**src/rtl/fp_lane_unpacker.sv**
```systemverilog
// fp_lane_unpacker: takes one packed FP result word plus its format tag,
// widens every lane to IEEE FP32 and streams the lanes out one per beat.

`ifndef CONFIG_WIDTH
`define CONFIG_WIDTH 3
`endif
`ifndef CONFIG_FP32
`define CONFIG_FP32     3'd0
`endif
`ifndef CONFIG_TF32
`define CONFIG_TF32     3'd1
`endif
`ifndef CONFIG_FP16
`define CONFIG_FP16     3'd2
`endif
`ifndef CONFIG_BF16
`define CONFIG_BF16     3'd3
`endif
`ifndef CONFIG_FP8_E4M3
`define CONFIG_FP8_E4M3 3'd4
`endif
`ifndef CONFIG_FP8_E5M2
`define CONFIG_FP8_E5M2 3'd5
`endif

module fp_lane_unpacker #(
  parameter bit          MSB_FIRST  = 1'b0,
  parameter int unsigned DROP_CNT_W = 8
) (
  input  logic                     CLK,
  input  logic                     RST_N,
  input  logic                     IN_VALID,
  output logic                     IN_READY,
  input  logic [31:0]              IN_DATA,
  input  logic [`CONFIG_WIDTH-1:0] IN_CONFIG,
  output logic                     OUT_VALID,
  input  logic                     OUT_READY,
  output logic [31:0]              OUT_DATA,
  output logic [1:0]               OUT_LANE,
  output logic                     OUT_LAST,
  output logic                     CFG_ERR,
  output logic [DROP_CNT_W-1:0]    DROP_CNT
);

  typedef enum logic {IDLE, EMIT} state_t;

  state_t                   state, state_nxt;
  logic [31:0]              data_q;
  logic [`CONFIG_WIDTH-1:0] fmt_q;
  logic [1:0]               beat_q;
  logic                     cfg_err_q;
  logic [DROP_CNT_W-1:0]    drop_q;

  logic       accept, cfg_ok, load, advance, err_set;
  logic [1:0] last_idx, lane_phys;
  logic [15:0] lane16;
  logic [7:0]  lane8;
  logic [31:0] conv;

  // classify the incoming format tag
  always_comb begin
    cfg_ok = 1'b0;
    unique case (IN_CONFIG)
      `CONFIG_FP32, `CONFIG_TF32, `CONFIG_FP16,
      `CONFIG_BF16, `CONFIG_FP8_E4M3, `CONFIG_FP8_E5M2: cfg_ok = 1'b1;
      default: cfg_ok = 1'b0;
    endcase
  end

  // index of the final beat for the held word, and the physical lane of this beat
  always_comb begin
    last_idx = 2'd0;
    unique case (fmt_q)
      `CONFIG_FP16, `CONFIG_BF16:         last_idx = 2'd1;
      `CONFIG_FP8_E4M3, `CONFIG_FP8_E5M2: last_idx = 2'd3;
      default:                            last_idx = 2'd0;
    endcase
    lane_phys = MSB_FIRST ? (last_idx - beat_q) : beat_q;
  end

  assign OUT_VALID = (state == EMIT);
  assign OUT_LAST  = OUT_VALID & (beat_q == last_idx);
  // a word may be taken while the previous word's final lane is leaving
  assign IN_READY  = (state == IDLE) | (OUT_VALID & OUT_READY & OUT_LAST);
  assign accept    = IN_VALID & IN_READY;

  // next state and datapath strobes
  always_comb begin
    state_nxt = state;
    load      = 1'b0;
    advance   = 1'b0;
    err_set   = 1'b0;
    if (accept) begin
      if (cfg_ok) begin
        state_nxt = EMIT;
        load      = 1'b1;
      end else begin
        state_nxt = IDLE;
        err_set   = 1'b1;
      end
    end else if (state == EMIT && OUT_READY) begin
      if (OUT_LAST) state_nxt = IDLE;
      else          advance   = 1'b1;
    end
  end

  // state register
  always_ff @(posedge CLK or negedge RST_N) begin
    if (!RST_N) state <= IDLE;
    else        state <= state_nxt;
  end

  // held word, beat counter and drop accounting
  always_ff @(posedge CLK or negedge RST_N) begin
    if (!RST_N) begin
      data_q    <= '0;
      fmt_q     <= `CONFIG_FP32;
      beat_q    <= '0;
      cfg_err_q <= 1'b0;
      drop_q    <= '0;
    end else begin
      if (load) begin
        data_q <= IN_DATA;
        fmt_q  <= IN_CONFIG;
        beat_q <= '0;
      end else if (advance) begin
        beat_q <= beat_q + 2'd1;
      end
      cfg_err_q <= err_set;
      if (err_set && drop_q != '1) drop_q <= drop_q + DROP_CNT_W'(1);
    end
  end

  // pick the raw lane bits out of the held word
  always_comb begin
    lane16 = lane_phys[0] ? data_q[31:16] : data_q[15:0];
    unique case (lane_phys)
      2'd0:    lane8 = data_q[7:0];
      2'd1:    lane8 = data_q[15:8];
      2'd2:    lane8 = data_q[23:16];
      default: lane8 = data_q[31:24];
    endcase
  end

  // widen the selected lane to FP32; zero exponents flush to signed zero
  always_comb begin
    conv = '0;
    unique case (fmt_q)
      `CONFIG_FP32: conv = data_q;
      `CONFIG_TF32: conv = {data_q[31:13], 13'b0};
      `CONFIG_FP16: begin
        if (lane16[14:10] == 5'd0)       conv = {lane16[15], 31'b0};
        else if (lane16[14:10] == 5'h1F) conv = {lane16[15], 8'hFF, lane16[9:0], 13'b0};
        else conv = {lane16[15], {3'b0, lane16[14:10]} + 8'd112, lane16[9:0], 13'b0};
      end
      `CONFIG_BF16: begin
        if (lane16[14:7] == 8'd0) conv = {lane16[15], 31'b0};
        else                      conv = {lane16[15], lane16[14:7], lane16[6:0], 16'b0};
      end
      `CONFIG_FP8_E5M2: begin
        if (lane8[6:2] == 5'd0)       conv = {lane8[7], 31'b0};
        else if (lane8[6:2] == 5'h1F) conv = {lane8[7], 8'hFF, lane8[1:0], 21'b0};
        else conv = {lane8[7], {3'b0, lane8[6:2]} + 8'd112, lane8[1:0], 21'b0};
      end
      `CONFIG_FP8_E4M3: begin
        if (lane8[6:3] == 4'd0)       conv = {lane8[7], 31'b0};
        else if (lane8[6:0] == 7'h7F) conv = {lane8[7], 8'hFF, 23'h400000};
        else conv = {lane8[7], {4'b0, lane8[6:3]} + 8'd120, lane8[2:0], 20'b0};
      end
      default: conv = '0;
    endcase
  end

  assign OUT_DATA = OUT_VALID ? conv : '0;
  assign OUT_LANE = OUT_VALID ? lane_phys : 2'd0;
  assign CFG_ERR  = cfg_err_q;
  assign DROP_CNT = drop_q;

endmodule
```
**config.mk**
```make
export PLATFORM = sky130hd
export DESIGN_NAME = fp_lane_unpacker
export DESIGN_NICKNAME = d
export VERILOG_FILES = /design/src/rtl/fp_lane_unpacker.sv
export SDC_FILE = /design/constraint.sdc
export NUM_CORES = 1
export LEC_CHECK = 0
export ABC_CLOCK_PERIOD_IN_PS = 5400
export BUFFER_PORTS_ARGS = -buffer_cell sky130_fd_sc_hd__buf_4
export CELL_PAD_IN_SITES_DETAIL_PLACEMENT = 1
export CELL_PAD_IN_SITES_GLOBAL_PLACEMENT = 2
export CORE_MARGIN = 2
export CORE_UTILIZATION = 33
export CTS_CLUSTER_SIZE = 16
export DETAILED_ROUTE_END_ITERATION = 8
export PLACE_DENSITY = 0.85
export SLEW_MARGIN = 5
export SYNTH_ARGS = -nofsm -noshare
export SYNTH_HDL_FRONTEND = slang
export SYNTH_SLANG_ARGS = --single-unit
export TNS_END_PERCENT = 30
```
**constraint.sdc**
```tcl
create_clock -name CLK -period 5.4 [get_ports CLK]
set_clock_uncertainty 0.1 [all_clocks]
set_input_delay 0.27 -clock CLK [delete_from_list [all_inputs] [get_ports CLK]]
set_output_delay 0.27 -clock CLK [all_outputs]
set_load 0.03 [all_outputs]
```
==> results.yml, run 1 <==
floorplanning:
  fp.dieW_um: 103.5
  fp.dieH_um: 103.5
  core_area_um2: 9684
  io_pins: 85
  core.rowCount: 36
  dieArea_um2: 10710
  start_util_pct: 33.73
finish:
  design_area_um2: 4106
  area_delta_synth_final_pct: 25.70
  nets: 519
  diodes: 0
  layout.cells.non_filler: 606
  drive_gt1_share_pct: 25.79
  post-route-util_pct: 42.40
clocking:
  cts_buffers: 5
  cts.sinks: 47
  clk_pin_slew_ns: 0.09
  h-tree-depth: 2
  cts_tree: "done"
  root_buffer: "clkbuf_8"
  clock_latency_ns: 0.30
  cts_setup_buffers: 0
  clock_path_buffers: 2
pwr:
  p_sw_share_pct: 53.80
  p_per_area_nw_per_um2: 687.0
  power.internal_w: 0.001303
  ir_worst_vdd_v: 0.0002274
  switchingPower_w: 0.001518
  clkPwrFrac_pct: 9.2
  p_comb_share_pct: 61.8
  seqPwrFrac_pct: 29.0
  leakagePower_nw: 1.947
yosys:
  syn_nets: 445
  ys_seq_area_share_pct: 36.00
  netlist_area_um2: 3267
  ys_warn_count: 0
  syn-instance-count: 399
  synth.top_cell.area_share_pct: 36.00
  async_reset_ff_share_pct: 100.0
  avgSynthCellArea_um2: 8.188
  ys_seq_elements: 47
  yosys.area.top_type: "dfrtp_1"
  ys_types: 55
  synth_edf_count: 0
  synth_area_leaders: "dfrtp_1 36%, nand2_1 14%, mux2_2 4.8%"
  synth_ff_type: "dfrtp_1"
timing:
  setup_ws_ns: 1.683
  slew_headroom_pct: 40.68
  period_needed_ns: 3.717
  setup_viol: 0
  tightest_slew_ns: 0.8898
  fin_setup_tns_ns: 0
  rsz0062_at_grt: "false"
  fmax_ghz: 0.2690
  finalMaxSlewViolations: 0
  finalCritPeriodShare_pct: 68.83
  hold_viol: 0
setup_path:
  worst-setup-path-type: "register to output port"
  ff2ff_setup_slack_ns: 2.51
  r2r_start: "fmt_q[1]"
  startpoint_type: "register"
  critPathCaptureType: "output port"
  rr_worst_depth: 7
  r2r_end: "DROP_CNT[1]"
  arrival_ns: 3.35
  crit_required_ns: 5.03
  crit_fanout: 28
placed_design:
  pre_cts_slack_ns: 2.103
  port_buffers: 84
  post_dp_cell_area_um2: 3990
  gp_congestion: 0.8534
  hpwl_mm: 8.650
  placed_cells: 598
global_route:
  grt_max_degree: 48
  grt_pass1_wl_mm: 18.06
  grt_use_total_pct: 22.30
  grt_remaining_overflow: 0
  grt_pass1_vias: 3326
  antenna_found_initial: 0
routing:
  wirelength_mm: 11.36
  drt_iter0_markers: 286
  dr.pass1.iters: 5
  avgRoutedWirePerCell_um: 18.75
  ant_nets: 0
  drc: 0
  vias: 3311
  routed_via_density: 5.464
outcome:
  status: "finished, final reports clean"
worst_hold_path:
  hp-start: "IN_DATA[29]"
  hold_path.class: "input pin to register"
  worstHoldEndpoint: "data_q[29]"
  holdPathStages: 3
run:
  maxCapViolCount: 0
synthesized netlist by cell type (7+ instances only):
cell type and count:
o21ai_0 8, a21oi_1 19, ha_1 7, xnor2_1 7
a222oi_1 9, mux2_2 14, nand3_1 7, and2_1 16
a22oi_1 8, nor2_1 30, nand2_1 120, dfrtp_1 47
buf_2 8, clkbuf_1 11, mux2i_1 10
logic make-up (layout without fill, tap and decap cells):
family                     Yosys count  after routing  share of synthesized area [%]
adders and majority gates            7              7                          2.681
buffers and inverters               29            103                          3.983
muxes                               24             24                          7.890
and+or+nand+nor                    206            206                          28.23
xor gates and xnor gates            10             10                          2.911
AOI/OAI and AO/OA                   76             76                          18.31
DFF                                 47             47                          36.00
sequential cells by signal (all words and copies together), names as in the netlist:
register,cells
data_q,32
fmt_q,3
OUT_VALID,1
CFG_ERR,1
DROP_CNT,8
beat_q,2
worst max-delay path, cell delays in order (launching register included):
cell	delay [ns]
dfrtp_1	0.36
buf_4	0.34
ha_1	0.45
a221oi_1	0.14
a2bb2oi_1	0.42
a211oi_1	0.12
nor3b_2	0.38
o311ai_0	0.31
a31oi_1	0.29
buf_4	0.22
power by group through the flow:
stage / registers, W / logic [W] / clock network (W)
6_report: 0.000818 / 0.00174 / 0.000260
5_1_grt: 0.000842 / 0.00191 / 0.000281
4_1_cts: 0.000809 / 0.00175 / 0.000263
3_5_place_dp: 0.000816 / 0.00174 / 0
3_3_place_gp: 0.000813 / 0.00170 / 0
2_1_floorplan: 0.000681 / 0.00126 / 0
stage by stage:
stage | power [W] | hold WS, ns
floorplan | 0.001939 | -0.1256
finish | 0.002821 | 0.04852
global placement | 0.002518 | 0.2150
global route | 0.003031 | 0.04675
CTS | 0.002818 | 0.04919
detailed placement | 0.002552 | 0.2212
layer usage:
metal | GRT usage, % | vias to the layer above | share of wire [%]
li1 | - | 1543 | -
met4 | 7.490 | 0 | 2.3
met5 | 0 | - | 0
met1 | 31.33 | 1632 | 45
met2 | 35.43 | 113 | 47
met3 | 2.957 | 23 | 4.8
timing repair:
action | 4_1_cts | 5_1_grt
hold endpoints to repair | 47 | 0
hold buffers | 1 | 0
gates resized for setup | 0 | 0
layout by cell type, fill, tap and decap left out, types with 6 or more instances in the layout:
cell type / instances
dfrtp_1: 47
and2_1: 16
buf_4: 88
a22oi_1: 8
nand2_1: 120
a21oi_1: 19
xnor2_1: 7
ha_1: 7
mux2_2: 14
a222oi_1: 9
o21ai_0: 8
inv_1: 6
nor2_1: 30
mux2i_1: 10
nand3_1: 7
how the worst max path moves through the flow:
stage / cells past startpoint / start / endpoint / slack (ns)
6_report: 9 / beat_q[0] / OUT_DATA[20] / 1.68
5_1_grt: 9 / beat_q[0] / OUT_DATA[20] / 1.46
4_1_cts: 9 / beat_q[0] / OUT_DATA[20] / 1.76
3_5_place_dp: 9 / beat_q[0] / OUT_DATA[20] / 2.10
3_3_place_gp: 9 / beat_q[0] / OUT_DATA[29] / 2.25
2_1_floorplan: 10 / beat_q[0] / OUT_DATA[20] / 2.57
final cells by class:
class	instances	area, um2
fill	1168	5578
multi-input combinational	323	1961
sequential	47	1176
timing repair buffer	89	670.6
tap	133	166.4
clock buffer	5	68.82
clock inverter	2	37.54
inverter	7	26.28
No activity file was read; power rests on OpenSTA's default activity.
==> run 2: changes to the inputs <==
--- a/config.mk
+++ b/config.mk
@@ -5,15 +5,15 @@
 export SDC_FILE = /design/constraint.sdc
 export NUM_CORES = 1
 export LEC_CHECK = 0
-export ABC_CLOCK_PERIOD_IN_PS = 5400
+export ABC_CLOCK_PERIOD_IN_PS = 3800
 export BUFFER_PORTS_ARGS = -buffer_cell sky130_fd_sc_hd__buf_4
 export CELL_PAD_IN_SITES_DETAIL_PLACEMENT = 1
 export CELL_PAD_IN_SITES_GLOBAL_PLACEMENT = 2
 export CORE_MARGIN = 2
-export CORE_UTILIZATION = 33
+export CORE_UTILIZATION = 31
 export CTS_CLUSTER_SIZE = 16
 export DETAILED_ROUTE_END_ITERATION = 8
-export PLACE_DENSITY = 0.85
+export PLACE_DENSITY = 0.8
 export SLEW_MARGIN = 5
 export SYNTH_ARGS = -nofsm -noshare
 export SYNTH_HDL_FRONTEND = slang
==> constraint.sdc (replaced) <==
create_clock -name CLK -period 3.8 [get_ports CLK]
set_clock_uncertainty 0.1 [all_clocks]
set_input_delay 0.19 -clock CLK [delete_from_list [all_inputs] [get_ports CLK]]
set_output_delay 0.19 -clock CLK [all_outputs]
set_load 0.03 [all_outputs]
==> run 2 against run 1 <==
Core utilization grew 1.0 points. Combinational power is 46% higher. Worst hold slack worse by 0.0066 ns. Clock power increased by 45%. Die area is 6.2% higher. Final area increased by 8.7%.
==> results.yml, run 2 (synthesized netlist as in run 1, its figures left out) <==
timing:
  tightest_slew_ns: 0.8872
  setup_ws_ns: 0.3889
  period_needed_ns: 3.411
  hold_viol: 0
  fmax_ghz: 0.2932
  rsz0062_at_grt: "false"
  finalCritPeriodShare_pct: 89.76
  finalMaxSlewViolations: 0
  holdWs_ns: 0.04194
  fin_setup_tns_ns: 0
  setup_viol: 0
  slew_headroom_pct: 40.86
placed_design:
  placed_cells: 604
  gp_congestion: 0.8531
  hpwl_mm: 8.569
  pre_cts_slack_ns: 0.7855
  port_buffers: 84
routing:
  dr.pass1.iters: 5
  drc: 0
  wirelength_mm: 11.72
  routed_via_density: 5.240
  drt_iter0_markers: 205
  vias: 3380
  ant_nets: 0
  avgRoutedWirePerCell_um: 18.17
pwr:
  clkPwrFrac_pct: 9.3
  power.internal_w: 0.001897
  leakagePower_nw: 2.099
  p_comb_share_pct: 62.7
  seqPwrFrac_pct: 28.0
  ir_worst_vdd_v: 0.0002999
  switchingPower_w: 0.002155
  total_power_w: 0.004052
  p_sw_share_pct: 53.18
  p_per_area_nw_per_um2: 907.8
clocking:
  clock_path_buffers: 2
  cts_setup_buffers: 0
  clk_pin_slew_ns: 0.09
  cts_buffers: 5
  cts.sinks: 47
  root_buffer: "clkbuf_8"
  clock_latency_ns: 0.31
  cts_tree: "done"
  h-tree-depth: 2
finish:
  area_delta_synth_final_pct: 36.61
  layout.cells.non_filler: 645
  final_common_cell: "nand2_1"
  largest_register_ff_count: 32
  top_register: "data_q"
  drive_gt1_share_pct: 24.56
  nets: 555
  diodes: 0
  mostFrequentLayoutCells: "120 x nand2_1, 91 x buf_4, 47 x dfrtp_1"
setup_path:
  r2r_start: "fmt_q[1]"
  critPathCaptureType: "output port"
  ff2ff_setup_slack_ns: 0.97
  worst-setup-path-type: "register to output port"
  arrival_ns: 3.12
  crit_required_ns: 3.51
  rr_worst_depth: 7
  crit_fanout: 8
  startpoint_type: "register"
  r2r_end: "DROP_CNT[1]"
floorplanning:
  dieArea_um2: 11380
  fp.dieH_um: 106.7
  io_pins: 85
  fp.dieW_um: 106.7
  core.rowCount: 37
  start_util_pct: 31.79
  core_area_um2: 10280
worst_hold_path:
  hp-start: "IN_CONFIG[2]"
  holdPathStages: 2
  hold_path.class: "input pin to register"
  worstHoldEndpoint: "fmt_q[2]"
run:
  maxCapViolCount: 0
global_route:
  grt_max_degree: 48
  antenna_found_initial: 0
  grt_pass1_vias: 3482
  grt_remaining_overflow: 0
  grt_use_total_pct: 20.98
  grt_pass1_wl_mm: 18.57
outcome:
  status: "finished, final reports clean"
[run 2: final cells by class]
cell class                      instances  area [um2]
Fill cell                            1249        5814
Multi-Input combinational cell        323        1961
Sequential cell                        47        1176
Timing Repair Buffer                  125        1023
Tap cell                              136       170.2
Clock buffer                            5       68.82
Clock inverter                          2       37.54
Inverter                                7       26.28
[run 2: critical path, cell delays in order (launching register included)]
cell	delay, ns
dfrtp_1	0.42
inv_1	0.18
ha_1	0.37
a221oi_1	0.19
a2bb2oi_1	0.40
a211oi_1	0.12
nor3b_2	0.38
o311ai_0	0.28
a31oi_1	0.26
buf_4	0.20
[run 2: metal layers]
layer	GRT usage (%)	wire length (um)	vias up
met4	5.473	181	0
li1	-	-	1616
met3	3.526	525	15
met2	34.49	5605	81
met1	28.63	5410	1668
met5	0	0	-
[run 2: metrics by stage]
stage / instance area, um2 / util [%]
CTS: 4463 / 43.43
detailed placement: 4016 / 39.08
global route: 4463 / 43.43
finish: 4463 / 43.43
floorplan: 3267 / -
global placement: 4016 / 39.08
[run 2: worst max path at each step]
stage,start,to,slack (ns),depth (start not counted)
3_3_place_gp,beat_q[0],OUT_DATA[29],0.87,9
2_1_floorplan,beat_q[0],OUT_DATA[20],1.05,10
3_5_place_dp,beat_q[0],OUT_DATA[20],0.79,9
6_report,beat_q[0],OUT_DATA[20],0.39,9
5_1_grt,beat_q[0],OUT_DATA[20],0.18,9
4_1_cts,beat_q[0],OUT_DATA[20],0.44,9
[run 2: power by group through the flow]
stage	logic, W	clock network, W	registers [W]
after floorplan	0.00179	0	0.000968
after global placement	0.00247	0	0.00115
after detailed placement	0.00250	0	0.00114
after CTS	0.00254	0.000380	0.00113
after global routing	0.00278	0.000404	0.00117
final	0.00254	0.000376	0.00113
[run 2: timing repair]
item                                    4_1_cts  5_1_grt
hold endpoints to repair                     80        0
gates resized for setup                       0        0
hold buffers                                 34        0
endpoints found under the setup margin        0        0
==> run 3: changes to the inputs <==
--- a/config.mk
+++ b/config.mk
@@ -13,7 +13,7 @@
 export CORE_UTILIZATION = 31
 export CTS_CLUSTER_SIZE = 16
 export DETAILED_ROUTE_END_ITERATION = 8
-export PLACE_DENSITY = 0.8
+export PLACE_DENSITY = 0.92
 export SLEW_MARGIN = 5
 export SYNTH_ARGS = -nofsm -noshare
 export SYNTH_HDL_FRONTEND = slang
==> run 3 against run 2 <==
The run now ends with negative hold slack left. Largest power group unchanged. Combinational power about the same. Non-clock buffer count decreased by 8. First-iteration DRC count rose by 80%.
==> results.yml, run 3 (synthesized netlist as in run 1, its figures left out) <==
timing:
  finalCritPeriodShare_pct: 93.02
  period_needed_ns: 3.535
  tightest_slew_ns: 0.8747
  rsz0062_at_grt: "false"
  fmax_ghz: 0.2829
  holdWs_ns: -0.0005036
  hold_viol: 1
  slew_headroom_pct: 41.69
  setup_viol: 0
  finalMaxSlewViolations: 0
  fin_setup_tns_ns: 0
clocking:
  h-tree-depth: 2
  root_buffer: "clkbuf_8"
  clock_path_buffers: 2
  clk_pin_slew_ns: 0.09
  cts_tree: "done"
  clock_latency_ns: 0.30
  cts_buffers: 5
  cts.sinks: 47
floorplanning:
  fp.dieH_um: 106.7
  io_pins: 85
  fp.dieW_um: 106.7
  core_area_um2: 10280
  dieArea_um2: 11380
  core.rowCount: 37
  start_util_pct: 31.79
setup_path:
  crit_required_ns: 3.51
  crit_chain: "inv_1, ha_1, a221oi_1, a2bb2oi_1, a211oi_1, nor3b_2, o311ai_0, a31oi_1, buf_4"
  critPathCaptureType: "output port"
  r2r_start: "fmt_q[1]"
  slowest_delay_ns: 0.50
  crit_start: "beat_q[0]"
  cpMaxStageDelayCell: "dfrtp_1"
  startpoint_type: "register"
  arrival_ns: 3.24
  path_delay_family: "compound AO/OA/AOI/OAI gates"
  crit_fanout: 8
  worst-setup-path-type: "register to output port"
  critPathBufInv: 2
routing:
  dr.pass1.iters: 6
  vias: 3430
  avgRoutedWirePerCell_um: 18.37
  drc: 0
  drt_iter0_markers: 369
  wirelength_mm: 11.72
  routed_via_density: 5.376
  ant_nets: 0
finish:
  largest_register_ff_count: 32
  mostFrequentLayoutCells: "120 x nand2_1, 90 x buf_4, 47 x dfrtp_1"
  final_common_cell: "nand2_1"
  diodes: 0
  top_register: "data_q"
  nets: 547
  post-route-util_pct: 42.93
  drive_gt1_share_pct: 24.70
  area_delta_synth_final_pct: 35.04
pwr:
  p_per_area_nw_per_um2: 934.6
  power.internal_w: 0.001959
  p_sw_share_pct: 52.48
  leakagePower_nw: 2.080
  seqPwrFrac_pct: 28.2
  p_comb_share_pct: 61.2
  ir_worst_vdd_v: 0.0002857
  switchingPower_w: 0.002164
  clkPwrFrac_pct: 10.6
global_route:
  grt_use_total_pct: 20.83
  grt_pass1_vias: 3532
  grt_pass1_wl_mm: 18.86
  antenna_found_initial: 0
  grt_remaining_overflow: 0
  grt_max_degree: 48
worst_hold_path:
  hold_path.class: "input pin to register"
  hp-start: "IN_DATA[1]"
placed_design:
  port_buffers: 84
  gp_congestion: 0.9092
  hpwl_mm: 8.574
outcome:
  status: "finished, violations left"
  violations: "negative hold slack"
run:
  maxCapViolCount: 0
-- run 3: power groups by stage --
stage	Sequential (W)	Clock, W	Combinational (W)
global route	0.00120	0.000461	0.00274
global placement	0.00116	0	0.00242
detailed placement	0.00116	0	0.00247
floorplan	0.000968	0	0.00179
CTS	0.00115	0.000444	0.00250
finish	0.00116	0.000437	0.00252
-- run 3: path summary, 6_finish.rpt --
| check | endpoint | cells after the start | slack (ns) |
|---|---|---|---|
| min | data_q[1] | 3 | -0.0005 |
| min in group asynchronous | DROP_CNT[7] | 2 | 0.34 |
| max | OUT_DATA[20] | 9 | 0.27 |
| max in group asynchronous | data_q[28] | 2 | 2.84 |
| max reg2reg | DROP_CNT[1] | 7 | 0.94 |
| min reg2reg | DROP_CNT[0] | 1 | 0.43 |
-- run 3: stage by stage --
stage	hold slack (ns)	power, W	setup slack (ns)	instances	instance area, um2
2_1_floorplan	-0.2056	0.002755	1.053	399	3267
3_3_place_gp	0.1345	0.003576	0.8043	602	4001
3_5_place_dp	0.1447	0.003630	0.7039	602	4001
4_1_cts	0.003570	0.004097	0.3512	637	4404
5_1_grt	0.01104	0.004404	0.06320	638	4412
6_report	-0.0005036	0.004123	0.2652	638	4412
-- run 3: routing by layer --
metal | up-vias | track usage, % | wire [um]
met5 | - | 0 | 0
met2 | 118 | 35.08 | 5814
met3 | 22 | 2.553 | 502
li1 | 1599 | - | -
met1 | 1691 | 28.09 | 5199
met4 | 0 | 6.030 | 208
-- run 3: worst min-delay path, delay by kind of cell --
kind | cells | cell delay (ns)
buf+inv | 1 | 0.08
simple gates | 2 | 0.10
-- run 3: timing repair --
item,in CTS,in global routing
endpoints found under the hold margin,73,0
hold buffers,27,0
setup endpoints to repair,0,3
buffers inserted,0,1
resized for setup,0,0
-- run 3: area by class of cell --
type / count / area, um2
clock inverters: 2 / 60.06
inverters: 7 / 26.28
multi-input cells: 323 / 1961
clock buffers: 6 / 72.57
flip-flops and latches: 47 / 1176
repair buffers: 117 / 945.9
fillers: 1223 / 5866
well taps: 136 / 170.2
